## config.mk

```make
export PLATFORM = sky130hd
export DESIGN_NAME = uart_tx_arbiter_flat
export DESIGN_NICKNAME = d
export VERILOG_FILES = /design/src/rtl/uart_pkg.sv /design/src/rtl/uart_tx_arbiter_if.sv /design/src/rtl/uart_tx_arbiter_rr_pick.sv /design/src/rtl/uart_tx_arbiter.sv /design/src/flat_wrapper.sv
export SDC_FILE = /design/constraint.sdc
export NUM_CORES = 1
export LEC_CHECK = 0
export BUFFER_PORTS_ARGS = -buffer_cell sky130_fd_sc_hd__buf_2
export CAP_MARGIN = 0
export CORE_ASPECT_RATIO = 0.5
export CORE_MARGIN = 3
export CORE_UTILIZATION = 25
export CTS_CLUSTER_DIAMETER = 30
export DETAILED_ROUTE_END_ITERATION = 7
export PLACE_DENSITY = 0.53
export SYNTH_ARGS = -nofsm -noshare
export SYNTH_HDL_FRONTEND = slang
export SYNTH_SLANG_ARGS = --single-unit
```

## constraint.sdc

```tcl
create_clock -name clk -period 1.6 [get_ports clk]
set_input_delay 0 -clock clk [delete_from_list [all_inputs] [get_ports clk]]
set_output_delay 0 -clock clk [all_outputs]
set_load 0.02 [all_outputs]
```

## src/rtl/uart_pkg.sv

```systemverilog
// Shared types and constants for the UART transmit path.
// Holds the arbiter state encoding and the UART bit timing at 50 MHz / 9600 baud.
package uart_pkg;
  localparam int BYTE_W      = 8;
  localparam int CLK_HZ      = 50_000_000;
  localparam int BAUD        = 9600;
  localparam int CLK_PER_BIT = CLK_HZ / BAUD;  // 5208

  typedef logic [BYTE_W-1:0] byte_t;

  typedef enum logic [1:0] {
    IDLE,
    WAIT_BUSY,
    WAIT_DONE
  } arb_state_t;

  // Index width that stays legal for a single-entry vector.
  function automatic int idx_w(input int n);
    return (n > 1) ? $clog2(n) : 1;
  endfunction
endpackage

```

## src/rtl/uart_tx_arbiter_if.sv

```systemverilog
// Requester and transmitter handshake bundle for uart_tx_arbiter.
// slave = arbiter side, master = producers plus the uart_tx model.
interface uart_tx_arbiter_if
  import uart_pkg::*;
#(
  parameter int N_REQ = 4
);
  localparam int GW = idx_w(N_REQ);

  logic [N_REQ-1:0]             req_valid;
  logic [N_REQ-1:0][BYTE_W-1:0] req_data;
  logic [N_REQ-1:0]             req_last;
  logic [N_REQ-1:0]             req_ready;
  logic [BYTE_W-1:0]            tx_data;
  logic                         tx_start;
  logic                         tx_busy;
  logic [GW-1:0]                grant_id;
  logic                         grant_active;
  logic                         err_tmo;

  modport slave (
    input  req_valid, req_data, req_last, tx_busy,
    output req_ready, tx_data, tx_start, grant_id, grant_active, err_tmo
  );

  modport master (
    output req_valid, req_data, req_last, tx_busy,
    input  req_ready, tx_data, tx_start, grant_id, grant_active, err_tmo
  );
endinterface

```

## src/rtl/uart_tx_arbiter_rr_pick.sv

```systemverilog
// Combinational masked round-robin select: first set bit of valid & mask,
// searching upward from ptr+1 with wrap.
module rr_pick #(
  parameter int N = 4,
  parameter int W = 2
) (
  input  logic [N-1:0] valid,
  input  logic [N-1:0] mask,
  input  logic [W-1:0] ptr,
  output logic [W-1:0] idx,
  output logic         any
);
  logic [N-1:0] cand;
  logic [W-1:0] j;

  assign cand = valid & mask;
  assign any  = |cand;

  // Walk farthest-to-nearest so the nearest candidate after ptr is the last write.
  always_comb begin
    idx = '0;
    j   = '0;
    for (int k = N; k >= 1; k--) begin
      j = W'((int'(ptr) + k) % N);
      if (cand[j]) idx = j;
    end
  end
endmodule

```

## src/rtl/uart_tx_arbiter.sv

```systemverilog
// Round-robin scheduler sharing one uart_tx among N_REQ byte producers.
// Optional packet lock: define UART_ARB_PKT_LOCK_EN to keep a grant until req_last.
module uart_tx_arbiter
  import uart_pkg::*;
#(
  parameter int N_REQ    = 4,
  parameter int BUSY_TMO = 4
) (
  input logic              clk,
  input logic              rst_n,
  uart_tx_arbiter_if.slave bus
);
  localparam int GW = idx_w(N_REQ);
  localparam int CW = $clog2(BUSY_TMO + 1);

  arb_state_t       state;
  logic [GW-1:0]    ptr;
  logic [GW-1:0]    win;
  logic             win_any;
  logic [CW-1:0]    cnt;
  logic [N_REQ-1:0] mask;

`ifdef UART_ARB_PKT_LOCK_EN
  logic          lock;
  logic [GW-1:0] lock_id;

  // While locked only the owning requester is eligible.
  always_comb mask = lock ? (N_REQ'(1) << lock_id) : '1;
`else
  logic unused_last;

  assign mask        = '1;
  assign unused_last = ^bus.req_last;
`endif

  rr_pick #(.N(N_REQ), .W(GW)) u_pick (
    .valid (bus.req_valid),
    .mask  (mask),
    .ptr   (ptr),
    .idx   (win),
    .any   (win_any)
  );

  always_ff @(posedge clk or negedge rst_n) begin
    if (!rst_n) begin
      state            <= IDLE;
      ptr              <= GW'(N_REQ - 1);
      cnt              <= '0;
      bus.tx_data      <= '0;
      bus.tx_start     <= 1'b0;
      bus.req_ready    <= '0;
      bus.grant_id     <= '0;
      bus.grant_active <= 1'b0;
      bus.err_tmo      <= 1'b0;
`ifdef UART_ARB_PKT_LOCK_EN
      lock             <= 1'b0;
      lock_id          <= '0;
`endif
    end else begin
      bus.tx_start  <= 1'b0;
      bus.req_ready <= '0;
      bus.err_tmo   <= 1'b0;
      case (state)
        IDLE: begin
          if (win_any && !bus.tx_busy) begin
            bus.tx_data       <= bus.req_data[win];
            bus.tx_start      <= 1'b1;
            bus.req_ready[win] <= 1'b1;
            bus.grant_id      <= win;
            bus.grant_active  <= 1'b1;
            ptr               <= win;
            cnt               <= '0;
            state             <= WAIT_BUSY;
`ifdef UART_ARB_PKT_LOCK_EN
            lock              <= !bus.req_last[win];
            lock_id           <= win;
`endif
          end
        end
        WAIT_BUSY: begin
          if (bus.tx_busy) begin
            state <= WAIT_DONE;
          end else if (cnt == CW'(BUSY_TMO - 1)) begin
            // Byte was already acknowledged to the requester; it is dropped.
            bus.err_tmo      <= 1'b1;
            bus.grant_active <= 1'b0;
            state            <= IDLE;
`ifdef UART_ARB_PKT_LOCK_EN
            lock             <= 1'b0;
`endif
          end else begin
            cnt <= cnt + 1'b1;
          end
        end
        WAIT_DONE: begin
          if (!bus.tx_busy) begin
            bus.grant_active <= 1'b0;
            state            <= IDLE;
          end
        end
        default: state <= IDLE;
      endcase
    end
  end
endmodule
```

## src/flat_wrapper.sv

```systemverilog
// flat-port wrapper written by rule: the top's interface ports become plain ports
module uart_tx_arbiter_flat import uart_pkg::*;
#(
  parameter int N_REQ    = 4,
  parameter int BUSY_TMO = 4
)
  (clk, rst_n, bus_req_valid, bus_req_data, bus_req_last, bus_tx_busy, bus_req_ready, bus_tx_data, bus_tx_start, bus_grant_id, bus_grant_active, bus_err_tmo);
  uart_tx_arbiter_if #(.N_REQ(N_REQ)) bus_i ();
  input logic clk;
  input logic rst_n;
  input wire logic [$bits(bus_i.req_valid)-1:0] bus_req_valid;
  input wire logic [$bits(bus_i.req_data)-1:0] bus_req_data;
  input wire logic [$bits(bus_i.req_last)-1:0] bus_req_last;
  input wire logic [$bits(bus_i.tx_busy)-1:0] bus_tx_busy;
  output wire logic [$bits(bus_i.req_ready)-1:0] bus_req_ready;
  output wire logic [$bits(bus_i.tx_data)-1:0] bus_tx_data;
  output wire logic [$bits(bus_i.tx_start)-1:0] bus_tx_start;
  output wire logic [$bits(bus_i.grant_id)-1:0] bus_grant_id;
  output wire logic [$bits(bus_i.grant_active)-1:0] bus_grant_active;
  output wire logic [$bits(bus_i.err_tmo)-1:0] bus_err_tmo;
  assign bus_i.req_valid = bus_req_valid;
  assign bus_i.req_data = bus_req_data;
  assign bus_i.req_last = bus_req_last;
  assign bus_i.tx_busy = bus_tx_busy;
  assign bus_req_ready = bus_i.req_ready;
  assign bus_tx_data = bus_i.tx_data;
  assign bus_tx_start = bus_i.tx_start;
  assign bus_grant_id = bus_i.grant_id;
  assign bus_grant_active = bus_i.grant_active;
  assign bus_err_tmo = bus_i.err_tmo;
  uart_tx_arbiter #(.N_REQ(N_REQ), .BUSY_TMO(BUSY_TMO)) u_core (.clk(clk), .rst_n(rst_n), .bus(bus_i));
endmodule
```

Word-level counts from Yosys, hierarchy flattened

Cells that the tools add are included.

Word-level logic and storage cells: 77
Output and inout port bits: 17
Bits in registers: 24

Equal/unequal tests: 9
$add $sub $neg: 5
Order comparisons: 6
Reductions and logical operators: 11
Mux-type cells: 37

Operators with widths:

| kind                                                                  | count |
|---|---|
| 8-bit binary-select mux with 2-bit select                             | 1 |
| 2-bit two-way mux                                                     | 8 |
| 2-bit by 3-bit < comparator with 1-bit output, second input constant  | 5 |
| 1-bit two-way mux                                                     | 14 |
| 3-bit two-way mux                                                     | 3 |
| 1-bit binary-select mux with 2-bit select                             | 4 |
| 4-bit two-way mux                                                     | 2 |
| 8-bit two-way mux                                                     | 1 |
| 2-bit != test, second input constant                                  | 3 |
| 2-bit one-hot mux with 3 select lines                                 | 1 |
| 3-bit one-hot mux with 2 select lines                                 | 1 |
| 5-bit AND reduction                                                   | 1 |
| 2-bit by 1-bit adder with 2-bit output, second input constant         | 2 |
| 2-bit adder, second input constant                                    | 2 |
| 2-bit by 1-bit != test with 1-bit output, second input constant       | 2 |
| 4-bit AND reduction                                                   | 1 |
| 4-bit OR reduction                                                    | 1 |
| 3-bit by 1-bit adder with 3-bit output, second input constant         | 1 |
| 3-bit by 2-bit equality test with 1-bit output, second input constant | 1 |
| 3-bit by 2-bit != test with 1-bit output, second input constant       | 1 |
| 1-bit one-hot mux with 3 select lines                                 | 1 |
| 3-bit AND reduction                                                   | 1 |
| 3-bit nonzero test                                                    | 1 |
| 1-bit demux with 2-bit select                                         | 1 |
| 8 further kinds                                                       | 9 |

Logic depth before layout (Yosys ltp)

Gate-level depths: netlist (run 1).

Depth after elaboration: 13
Gate-level depth with buffers: 7
Mapped depth without buffers: 6

Hierarchy

A second synthesis (run 1) with hierarchy kept.

Cell total of the unflattened synthesis: 133
Area, all modules: 1371.3 sq um

Modules (own cells, without submodules):

| module          | seq. area each (sq um) | area each (sq um) | cells an instance | instances |
|---|---|---|---|---|
| uart_tx_arbiter | 603.1                  | 1268.7            | 117               | 1 |
| rr_pick         | 0.0                    | 102.6             | 16                | 1 |

Worst setup path after synthesis (run 1)

OpenSTA, ideal clock, no wires.

Path type: register -> register
Start point: reg u_core.state[0]
End point: reg u_core.bus.tx_data[0]
Setup slack: 17 ps
Buffers on the path: 1
Cell stages (with the launch flop): 8
Data required time: 1510 ps
Data arrival time: 1493 ps
Path through: dfrtp_1 > inv_1 > ha_1 > or3b_4 > inv_4 > nand2_2 > buf_2 > o221ai_1

Word-level cells in the longest chain between the ends: 2

RTL lines:

| element                              | RTL line                 | RTL |
|---|---|---|
| from (decl)                          | uart_tx_arbiter.sv:16    | `arb_state_t state;` |
| from (signal assigned)               | uart_tx_arbiter.sv:46    | `state <= IDLE;` |
| from (signal assigned)               | uart_tx_arbiter.sv:73    | `state <= WAIT_BUSY;` |
| from (signal assigned)               | uart_tx_arbiter.sv:82    | `state <= WAIT_DONE;` |
| 2-bit zero test                      | uart_tx_arbiter.sv:63    | `case (state)` |
| 2-bit AND reduction (no source line) | -                        |  |
| to (signal assigned)                 | uart_tx_arbiter.sv:66    | `bus.tx_data <= bus.req_data[win];` |
| to (decl)                            | uart_tx_arbiter_if.sv:23 | `output req_ready, tx_data, tx_start, grant_id, grant_active, err_tmo` |

Every way passes these cells.
A chain may end at the register's enable or synchronous reset.

Final worst setup path (run 1)

Start point: reg u_core.ptr[1]
End point: reg u_core.bus.tx_data[0]

Word-level cells in the longest chain between the ends: 9
Elaborated cells between the ends (all ways): 18

RTL lines:

| element                                     | RTL line                      | RTL |
|---|---|---|
| from (decl)                                 | uart_tx_arbiter.sv:17         | `logic [GW-1:0] ptr;` |
| from (signal assigned)                      | uart_tx_arbiter.sv:47         | `ptr <= GW'(N_REQ - 1);` |
| from (signal assigned)                      | uart_tx_arbiter.sv:71         | `ptr <= win;` |
| 2-bit by 1-bit adder with 2-bit output      | uart_tx_arbiter_rr_pick.sv:24 | `j = W'((int'(ptr) + k) % N);` |
| 1-bit binary-select mux with 2-bit select   | uart_tx_arbiter_rr_pick.sv:25 | `if (cand[j]) idx = j;` |
| 1-bit two-way mux (not written as such)     | uart_tx_arbiter_rr_pick.sv:25 |  |
| 2-bit two-way mux (3 in series)             | uart_tx_arbiter_rr_pick.sv:25 |  |
| 2-bit two-way mux *                         | uart_tx_arbiter_rr_pick.sv:25 |  |
| 8-bit binary-select mux with 2-bit select * | uart_tx_arbiter.sv:66         |  |
| 8-bit two-way mux (not written as such) *   | uart_tx_arbiter.sv:66         |  |

Mark *: on every way between the ends. The rest lies on a longest branch, timed or not. The select of a mux whose other input is x is not followed.

==> metrics, run 1 <==
Num CTS Buffers 3; Root Buffer clkbuf_8; CP max FO 8; Final Instance Count excl. Fillers between 200 and 300; setup_tns -0.384 ns; die area 6220 um2; synthesized flop and latch total 24; clock sink total 24; nets@finish 238; minimum clock period 1.66 ns; final wirelength about 3200 um; vias 1,120; IO Port Bufs 55; largest net degree at the start of global routing 25; residual overflow from global routing 0; CP Class register to register; syn nets about 170; largest family of logic cells by synthesized area compound AO/OA/AOI/OAI gates; first-pass GRT wire length between 5000 and 6000 um; post-synth design cell area 1320 um2; Top Ports 60; Simple-Gate Fraction of Synth Area approximately 13%; Least-Margin Pin Slew 0.549 ns; antenna violations before repair 0; CP Launch Type register; Syn Inst Count 122; Worst path slowest cell dfstp_2; critical path's largest stage delay 0.58 ns; Crit path buffers/inverters 1; GP Congestion 0.727; multiplexer area fraction after synthesis 13.8%; sw power approximately 1.2 mW; top cell type's share of synthesized area 41.9%; status finished with violations; YS warnings 0; reg2reg setup slack -0.06 ns; Adder-Cell Fraction of Synth Area 5.71%; Rows 17; final count of hold timing violations 0; failing checks negative setup slack; clock-pin transition on the worst setup and hold timing paths roughly 0.09 ns; Syn Area/Cell roughly 11 um2; area grow syn2layout 41.9%; Post-synth EDFFs 0; Clk pwr share approximately 12%; max-slew violations 0; TritonRoute pass-1 iters 4; worst-case clock buffer depth 2; share of post-route cells with drive strength above 1 46.8%; part of the power in registers 32.3%; Antenna diodes 0; Worst Hold Class input pin to register; top_reg_cell synth dfrtp_1; hpwl dp 2370 um; vias in the first global route 1,150; combinational power share 55.5%; Remaining DRCs 0; sequential fraction of the synthesis area a little under half; Filler Cells Inserted slightly below 500; critical path endpoint category register; Slew headroom roughly 63%; Die H 57.3 um; Synth area leader dfrtp_1; Async SR Flop Fraction 100%; Area contributors post-synth dfrtp_1 (42%), mux2i_1 (13%), ha_1 (5.7%); Yosys cell types 33; CP cell instances nand2b_4 > a21oi_2 > o221ai_4 > buf_4 > mux2i_1 > o221ai_1; switching share of total power between 40% and 50%; post-synthesis compound-gate area fraction 16.4%; post-route clock period utilization 104%; maximum clock frequency 601 MHz; Final WS setup -0.0626 ns; Vias/cell around 4.4; CTS tree yes; final setup fails 8; Max Cap Viol 0; placed cells 249; Clk Latency, worst-skew pair between 0.2 and 0.3 ns; initial DRC count 36; WL/cell roughly 13 um; Worst Path Arrival approximately 1.8 ns; post-route ant nets 0; internal power 1.80 mW; Total GRT Usage between 10% and 20%; RSZ-0062 raised after global routing yes; Post-Route Utilization about two fifths; H-tree levels 1; worst vdd ir 0.000550 V; Critical Path RT about 1.7 ns; Die Wd 109 um; Synth Area in XOR/XNOR 0%; Lkg Pwr just under 1 nW; P per Cell Area 1630 nW/um2; core area ~4700 um2; Initial Utilization between 20 and 30%; Largest delay share family, worst path flip-flops; Clock Skew 0.00783 ns
sequential cells by signal (all words and copies together) (netlist names):
signal and count:
u_core.bus.tx_data 8, u_core.bus.req_ready 4, u_core.cnt 3, u_core.bus.grant_id 2, u_core.ptr 2, u_core.state 2
u_core.bus.err_tmo 1, u_core.bus.grant_active 1, u_core.bus.tx_start 1
cell families after synthesis:
logic type      Yosys count
fa+ha+maj                 6
compound gates           27
flops                    24
mux                      18
simple gates             34
buf+inv                  13
final timing paths:
kind | from | endpoint | depth (start not counted)
max | u_core.ptr[1] | u_core.bus.tx_data[0] | 6
min | bus_tx_busy | u_core.state[1] | 2
min reg2reg | u_core.bus.grant_id[0] | u_core.bus.grant_id[0] | 2
max in group asynchronous | rst_n | u_core.ptr[0] | 2
min in group asynchronous | rst_n | u_core.bus.tx_data[1] | 2
max reg2reg | u_core.ptr[1] | u_core.bus.tx_data[0] | 6
power by group through the flow:
stage	combinational, mW	sequential [mW]	clock [mW]
after global placement	1.52	0.981	0
final	1.69	0.981	0.371
after CTS	1.56	0.976	0.393
after floorplan	0.812	1.18	0
after detailed placement	1.54	0.982	0
after global routing	1.85	1.00	0.414
stage by stage:
stage	hold WS [ns]	power (mW)	area [um2]	setup WS [ns]
after global placement	0.0255	2.50	1730	-0.0147
after floorplan	-0.296	1.99	1320	0.0168
after global routing	0.0515	3.27	1870	-0.145
final	0.0465	3.04	1870	-0.0626
after CTS	0.0214	2.93	1800	-0.0528
after detailed placement	0.0269	2.52	1730	-0.0550
layout make-up:
class                      instances  area, um2  share of cell area, %
sequential                        24        603                   32.3
clock buffer                       4       45.0                   2.41
tap                               66       82.6                   4.43
inverter                           8       32.5                   1.74
timing repair buffer              67        388                   20.8
multi-input combinational         85        714                   38.3
cells in the mapped netlist (3+ instances only):
cell type and number:
o21ai_0 3, inv_1 7, ha_1 6, nand2_1 13
o221ai_1 8, nand2b_1 4, nor2_1 7, a21oi_1 6
mux2i_1 17, dfrtp_1 22
layer usage:
metal	part of all wire [%]	vias to the layer above	global-route usage (%)
li1	-	565	-
met1	45	530	13.0
met2	50	23	18.8
met3	3.6	2	2.71
met4	1.1	0	3.78
met5	0	-	0
layout by cell type, fill, tap and decap left out, types with 2 or more instances in the layout:
| cell | netlist | final |
|---|---|---|
| buf_2 | 2 | 55 |
| dfrtp_1 | 22 | 22 |
| mux2i_1 | 17 | 17 |
| nand2_1 | 13 | 13 |
| buf_4 | 0 | 9 |
| inv_1 | 7 | 6 |
| nor2_1 | 7 | 6 |
| o221ai_1 | 8 | 6 |
| a21oi_1 | 6 | 5 |
| ha_1 | 6 | 4 |
| o21ai_0 | 3 | 3 |
| clkbuf_8 | 0 | 3 |
| nand2b_4 | 0 | 2 |
| a21oi_2 | 1 | 2 |
| nand2b_1 | 4 | 2 |
| a31o_1 | 2 | 2 |
| nand2_4 | 0 | 2 |
| and3_1 | 2 | 2 |
| nand3_1 | 2 | 2 |
| o221ai_2 | 0 | 2 |
| dfstp_2 | 2 | 2 |
worst reg2reg max path, stage by stage, from the launching register on:
cell      delay (ns)
dfstp_2         0.58
nand2b_4        0.14
a21oi_2         0.06
o221ai_4        0.21
buf_4           0.22
mux2i_1         0.20
o221ai_1        0.13
what timing repair did:
action / CTS / global route
hold buffers: 1 / 0
endpoints found under the setup margin: 10 / 16
resized for setup: 3 / 14
buffers inserted: 0 / 0
pin swaps: 0 / 1
endpoints found under the hold margin: 22 / 0
Note: power is estimated with default switching activity, not from simulation.
==> inputs of run 2 (changes only) <==
--- a/config.mk
+++ b/config.mk
@@ -7,10 +7,9 @@
 export LEC_CHECK = 0
 export BUFFER_PORTS_ARGS = -buffer_cell sky130_fd_sc_hd__buf_2
 export CAP_MARGIN = 0
-export CORE_ASPECT_RATIO = 0.5
+export CORE_ASPECT_RATIO = 1.2
 export CORE_MARGIN = 3
 export CORE_UTILIZATION = 25
-export CTS_CLUSTER_DIAMETER = 30
 export DETAILED_ROUTE_END_ITERATION = 7
 export PLACE_DENSITY = 0.53
 export SYNTH_ARGS = -nofsm -noshare
==> metrics, run 2 (synthesis results as in run 1) <==
status finished with violations; failing checks negative setup slack; CP max FO 16 (+8); Root Buffer clkbuf_8; cell area after layout 1850 um2 (-0.87%); Initial Utilization 26.2% (-1.6 points); Critical Path RT 1.73 ns (about the same); Filler Cells Inserted 520 (+7.9%); clock-pin transition on the worst setup and hold timing paths 0.08 ns (about the same); clock sink total 24 (unchanged); post-route clock period utilization 104% (-0.26 points); Vias/cell 4.49 (+1.8%); Remaining DRCs 0 (unchanged); r2r startpoint u_core.ptr[1]; Crit path buffers/inverters 1 (unchanged); storage element area 603 um2 (unchanged); WL/cell 12.7 um (+0.84%); final count of hold timing violations 0 (unchanged); Slew headroom 61.8% (-1.6 points); Num CTS Buffers 3 (unchanged); Rows 28 (+11); first-pass GRT wire length 5320 um (+1.8%); Die Wd 72.2 um (-33%); antenna violations before repair 0 (unchanged); Least-Margin Pin Slew 0.573 ns (+0.0239 ns); critical path capture point u_core.bus.tx_data[7]; post-route ant nets 0 (unchanged); critical path endpoint category register; final wirelength 3180 um (-0.75%); Largest delay share family, worst path flip-flops; final setup fails 8 (unchanged); Setup Fix Bufs, Post-CTS 0 (unchanged); core area 5010 um2 (+6.1%); share of post-route cells with drive strength above 1 46.8% (about the same); vias 1,122 (+0.18%); TritonRoute pass-1 iters 4 (unchanged); die area 6170 um2 (-0.79%); IO Port Bufs 55 (unchanged); reg2reg setup slack -0.06 ns (about the same); worst-case clock buffer depth 2 (unchanged); hpwl dp 2520 um (+6.0%); Max Cap Viol 0 (unchanged); H-tree levels 1 (unchanged); residual overflow from global routing 0 (unchanged); commonest non-fill, non-tap cell in the layout buf_2; nets@finish 240 (+0.84%); most frequent cells in the layout buf_2 (55), dfrtp_1 (22), mux2i_1 (17); worst vdd ir 0.000451 V (-18%); Lkg Pwr 0.973 nW (+0.96%); max-slew violations 0 (unchanged); Clock Skew 0.00270 ns (-0.00513 ns); Final WS setup -0.0585 ns (+0.00411 ns); CP Launch Type register; Die H 85.5 um (+49%); worst r2r path cells 6 (unchanged); CP Class register to register; maximum clock frequency 603 MHz (+0.25%); CTS tree yes; Top Ports 60 (unchanged); placed cell area 1740 um2 (+0.43%); GP Congestion 0.752 (+3.4%); Clk Latency, worst-skew pair 0.26 ns (about the same); Largest Register u_core.bus.tx_data; RSZ-0062 raised after global routing yes; Worst Path Arrival 1.79 ns (about the same); Antenna diodes 0 (unchanged); area grow syn2layout 40.6%; crit path from u_core.ptr[1]; CP cell instances nand2b_4 > a21oi_2 > o221ai_4 > buf_12 > mux2i_1 > o221ai_1; WP depth 6 (unchanged); Worst path slowest cell dfstp_2; largest net degree at the start of global routing 25 (unchanged); worst r2r dst u_core.bus.tx_data[7]; vias in the first global route 1,116 (-3.0%); area of the multi-input gates 688 um2 (-3.7%); P per Cell Area 1640 nW/um2 (+0.78%); minimum clock period 1.66 ns (-0.00411 ns); critical path's largest stage delay 0.56 ns (-0.02 ns); initial DRC count 64 (+78%); Worst Hold Class input pin to register; Final Instance Count excl. Fillers 250 (-1.6%); placed cells 245 (-1.6%); Total GRT Usage 10.9% (+0.092 points); max reg flops 8 (unchanged); Largest regs u_core.bus.tx_data x8, u_core.bus.req_ready x4, u_core.cnt x3
## run 2: layout make-up
cell class                 count  share of cell area, %
clock buffer                   4                   2.98
inverter                       8                   1.76
multi-input combinational     85                   37.2
sequential                    24                   32.6
tap                           60                   4.06
timing repair buffer          69                   21.4
## run 2: how the worst min path moves through the flow
stage | to | start | depth (start not counted)
2_1_floorplan | u_core.bus.err_tmo | rst_n | 0
3_3_place_gp | u_core.bus.grant_active | rst_n | 1
3_5_place_dp | u_core.bus.grant_active | rst_n | 1
4_1_cts | u_core.state[1] | bus_tx_busy | 2
5_1_grt | u_core.bus.tx_data[5] | bus_req_data[21] | 3
6_report | u_core.state[1] | bus_tx_busy | 2
## run 2: what timing repair did
item,4_1_cts,5_1_grt
gates resized for setup,2,9
hold buffers,1,0
endpoints found under the setup margin,9,15
endpoints found under the hold margin,22,0
## run 2: layer usage
layer  part of all wire, %  global-route usage (%)
met5                     0                       0
met4                  0.91                    3.59
met3                   4.3                    1.30
met2                    50                    17.5
met1                    45                    15.0
## run 2: metrics by stage
step           utilization (%)  total power [mW]  hold WS [ns]  worst slack, ns  setup TNS [ns]
3_5_place_dp              34.6              2.55        0.0282          -0.0495          -0.225
3_3_place_gp              34.6              2.55        0.0247          -0.0375          -0.183
2_1_floorplan                -              1.99        -0.296           0.0168               0
4_1_cts                   36.1              2.99        0.0490          -0.0616          -0.315
6_report                  36.9              3.04        0.0424          -0.0585          -0.236
5_1_grt                   36.9              3.28        0.0599           -0.151          -0.960
## run 2: where the power goes
part           leakage, nW  switching (mW)  internal [mW]
Sequential           0.303           0.120          0.851
Clock               0.0288           0.185          0.219
Combinational        0.642           0.901          0.761
==> inputs of run 3 (changes only) <==
--- a/config.mk
+++ b/config.mk
@@ -5,12 +5,15 @@
 export SDC_FILE = /design/constraint.sdc
 export NUM_CORES = 1
 export LEC_CHECK = 0
+export ABC_CLOCK_PERIOD_IN_PS = 1600
 export BUFFER_PORTS_ARGS = -buffer_cell sky130_fd_sc_hd__buf_2
 export CAP_MARGIN = 0
 export CORE_ASPECT_RATIO = 1.2
 export CORE_MARGIN = 3
 export CORE_UTILIZATION = 25
+export CTS_BUF_LIST = sky130_fd_sc_hd__clkbuf_8
 export DETAILED_ROUTE_END_ITERATION = 7
+export HOLD_SLACK_MARGIN = 0.12
 export PLACE_DENSITY = 0.53
 export SYNTH_ARGS = -nofsm -noshare
 export SYNTH_HDL_FRONTEND = slang
==> metrics, run 3 (synthesis results as in run 1) <==
status finished with violations; failing checks negative setup slack; Critical Path RT 1.74 ns (about the same); worst-case clock buffer depth 2 (unchanged); final setup fails 8 (unchanged); Largest regs u_core.bus.tx_data x8, u_core.bus.req_ready x4, u_core.cnt x3; DP Worst Slack -0.0495 ns (unchanged); final wirelength 3960 um (+24%); Rows 28 (unchanged); hold path cells 3 (+1); cell area after layout 2180 um2 (+18%); Antenna diodes 0 (unchanged); Largest Register u_core.bus.tx_data; Filler Cells Inserted 495 (-4.8%); worst r2r path cells 5 (-1); TritonRoute pass-1 iters 4 (unchanged); WL/cell 14.0 um (+9.8%); placed cell area 1740 um2 (unchanged); Worst path slowest cell dfstp_2; clock-pin transition on the worst setup and hold timing paths 0.09 ns (about the same); Lkg Pwr 1.11 nW (+14%); H-tree levels 1 (unchanged); nets@finish 273 (+14%); CP Class register to register; Clock Skew 0.00140 ns (-0.00131 ns); core area 5010 um2 (unchanged); CP cell instances mux2i_1 > o221ai_4 > buf_4 > mux2i_1 > o221ai_1; Slew headroom 61.3% (-0.53 points); final count of hold timing violations 0 (unchanged); CTS tree yes; Crit path buffers/inverters 1 (unchanged); WP depth 5 (-1); Total GRT Usage 13.5% (+2.6 points); Max Cap Viol 0 (unchanged); reg2reg setup slack -0.05 ns (about the same); Die Wd 72.2 um (unchanged); Worst Hold Class input pin to register; CP max FO 5 (-11); Worst Path Arrival 1.78 ns (about the same); Num CTS Buffers 3 (unchanged); P per Cell Area 1430 nW/um2 (-13%); Clk Latency, worst-skew pair 0.26 ns (about the same); area of the multi-input gates 688 um2 (unchanged); Worst Hold End u_core.bus.req_ready[1]; Remaining DRCs 0 (unchanged); Final WS setup -0.0463 ns (+0.0122 ns); min-delay src bus_req_valid[3]; maximum clock frequency 607 MHz (+0.74%); antenna violations before repair 0 (unchanged); Die H 85.5 um (unchanged); Largest delay share family, worst path flip-flops; commonest non-fill, non-tap cell in the layout buf_2; largest net degree at the start of global routing 25 (unchanged); critical path's largest stage delay 0.57 ns (about the same); die area 6170 um2 (unchanged); hpwl dp 2520 um (unchanged); IO Port Bufs 55 (unchanged); storage element area 603 um2 (unchanged); initial DRC count 54 (-16%); worst vdd ir 0.000457 V (+1.3%); share of post-route cells with drive strength above 1 39.9% (-6.9 points); first-pass GRT wire length 6490 um (+22%); residual overflow from global routing 0 (unchanged); Top cell by count, worst path mux2i_1; r2r startpoint u_core.ptr[1]; Root Buffer clkbuf_8; vias 1,308 (+17%); Top Ports 60 (unchanged); max reg flops 8 (unchanged); post-route ant nets 0 (unchanged); Vias/cell 4.62 (+3.0%); post-route clock period utilization 103% (-0.77 points); area grow syn2layout 65.7%; RSZ-0062 raised after global routing yes; worst r2r dst u_core.bus.tx_data[0]; critical path endpoint category register; GP Congestion 0.752 (unchanged); vias in the first global route 1,372 (+23%); minimum clock period 1.65 ns (-0.0122 ns); CP Launch Type register; max-slew violations 0 (unchanged); Least-Margin Pin Slew 0.581 ns (+0.00792 ns); most frequent cells in the layout buf_2 (55), dlygate4sd3_1 (34), dfrtp_1 (22); Initial Utilization 26.2% (unchanged); Setup Fix Bufs, Post-CTS 0 (unchanged); clock sink total 24 (unchanged)
## run 3: per-stage QoR
step / instances / power (mW) / utilization (%) / hold slack, ns / TNS (ns)
2_1_floorplan: 122 / 1.99 / - / -0.296 / 0
3_3_place_gp: 245 / 2.55 / 34.6 / 0.0247 / -0.183
3_5_place_dp: 245 / 2.55 / 34.6 / 0.0282 / -0.225
4_1_cts: 283 / 3.05 / 42.7 / 0.204 / -0.315
5_1_grt: 283 / 3.36 / 43.5 / 0.268 / -0.967
6_report: 283 / 3.12 / 43.5 / 0.245 / -0.203
## run 3: how the worst max path moves through the flow
stage	startpoint	end	slack [ns]
4_1_cts	u_core.ptr[1]	u_core.bus.tx_data[7]	-0.06
3_5_place_dp	u_core.ptr[1]	u_core.bus.tx_data[7]	-0.05
5_1_grt	u_core.ptr[1]	u_core.bus.tx_data[7]	-0.16
2_1_floorplan	u_core.state[0]	u_core.bus.tx_data[0]	0.02
6_report	u_core.ptr[1]	u_core.bus.tx_data[0]	-0.05
3_3_place_gp	u_core.ptr[1]	u_core.bus.tx_data[4]	-0.04
## run 3: area by class of cell
class                   instances  area share (%)
clock buffers                   4            2.53
inverters                       8            1.49
multi-input cells              85            31.6
flip-flops and latches         24            27.7
well taps                      60            3.44
repair buffers                102            33.3
## run 3: power breakdown
group / total, mW / switching (mW) / internal, mW
clock: 0.411 / 0.191 / 0.219
sequential: 0.972 / 0.121 / 0.851
combinational: 1.74 / 0.925 / 0.814
total: 3.12 / 1.24 / 1.88
## run 3: timing repair
| item | 4_1_cts | 5_1_grt |
|---|---|---|
| hold endpoints to repair | 34 | 0 |
| endpoints found under the setup margin | 9 | 16 |
| resized for setup | 2 | 9 |
| hold buffers | 34 | 0 |
## run 3: metal layers
metal  up-vias  global-route usage, %  part of all wire (%)
li1        640                      -                     -
met1       614                   16.3                    41
met2        42                   23.0                    51
met3        12                   1.66                   4.4
met4         0                   6.84                   3.7
met5         -                      0                     0
## run 3: worst reg2reg max path, stage by stage, from the launching register on
cell and delay, ns:
dfstp_2 0.57, mux2i_1 0.29, o221ai_4 0.17, buf_4 0.19
mux2i_1 0.19, o221ai_1 0.13
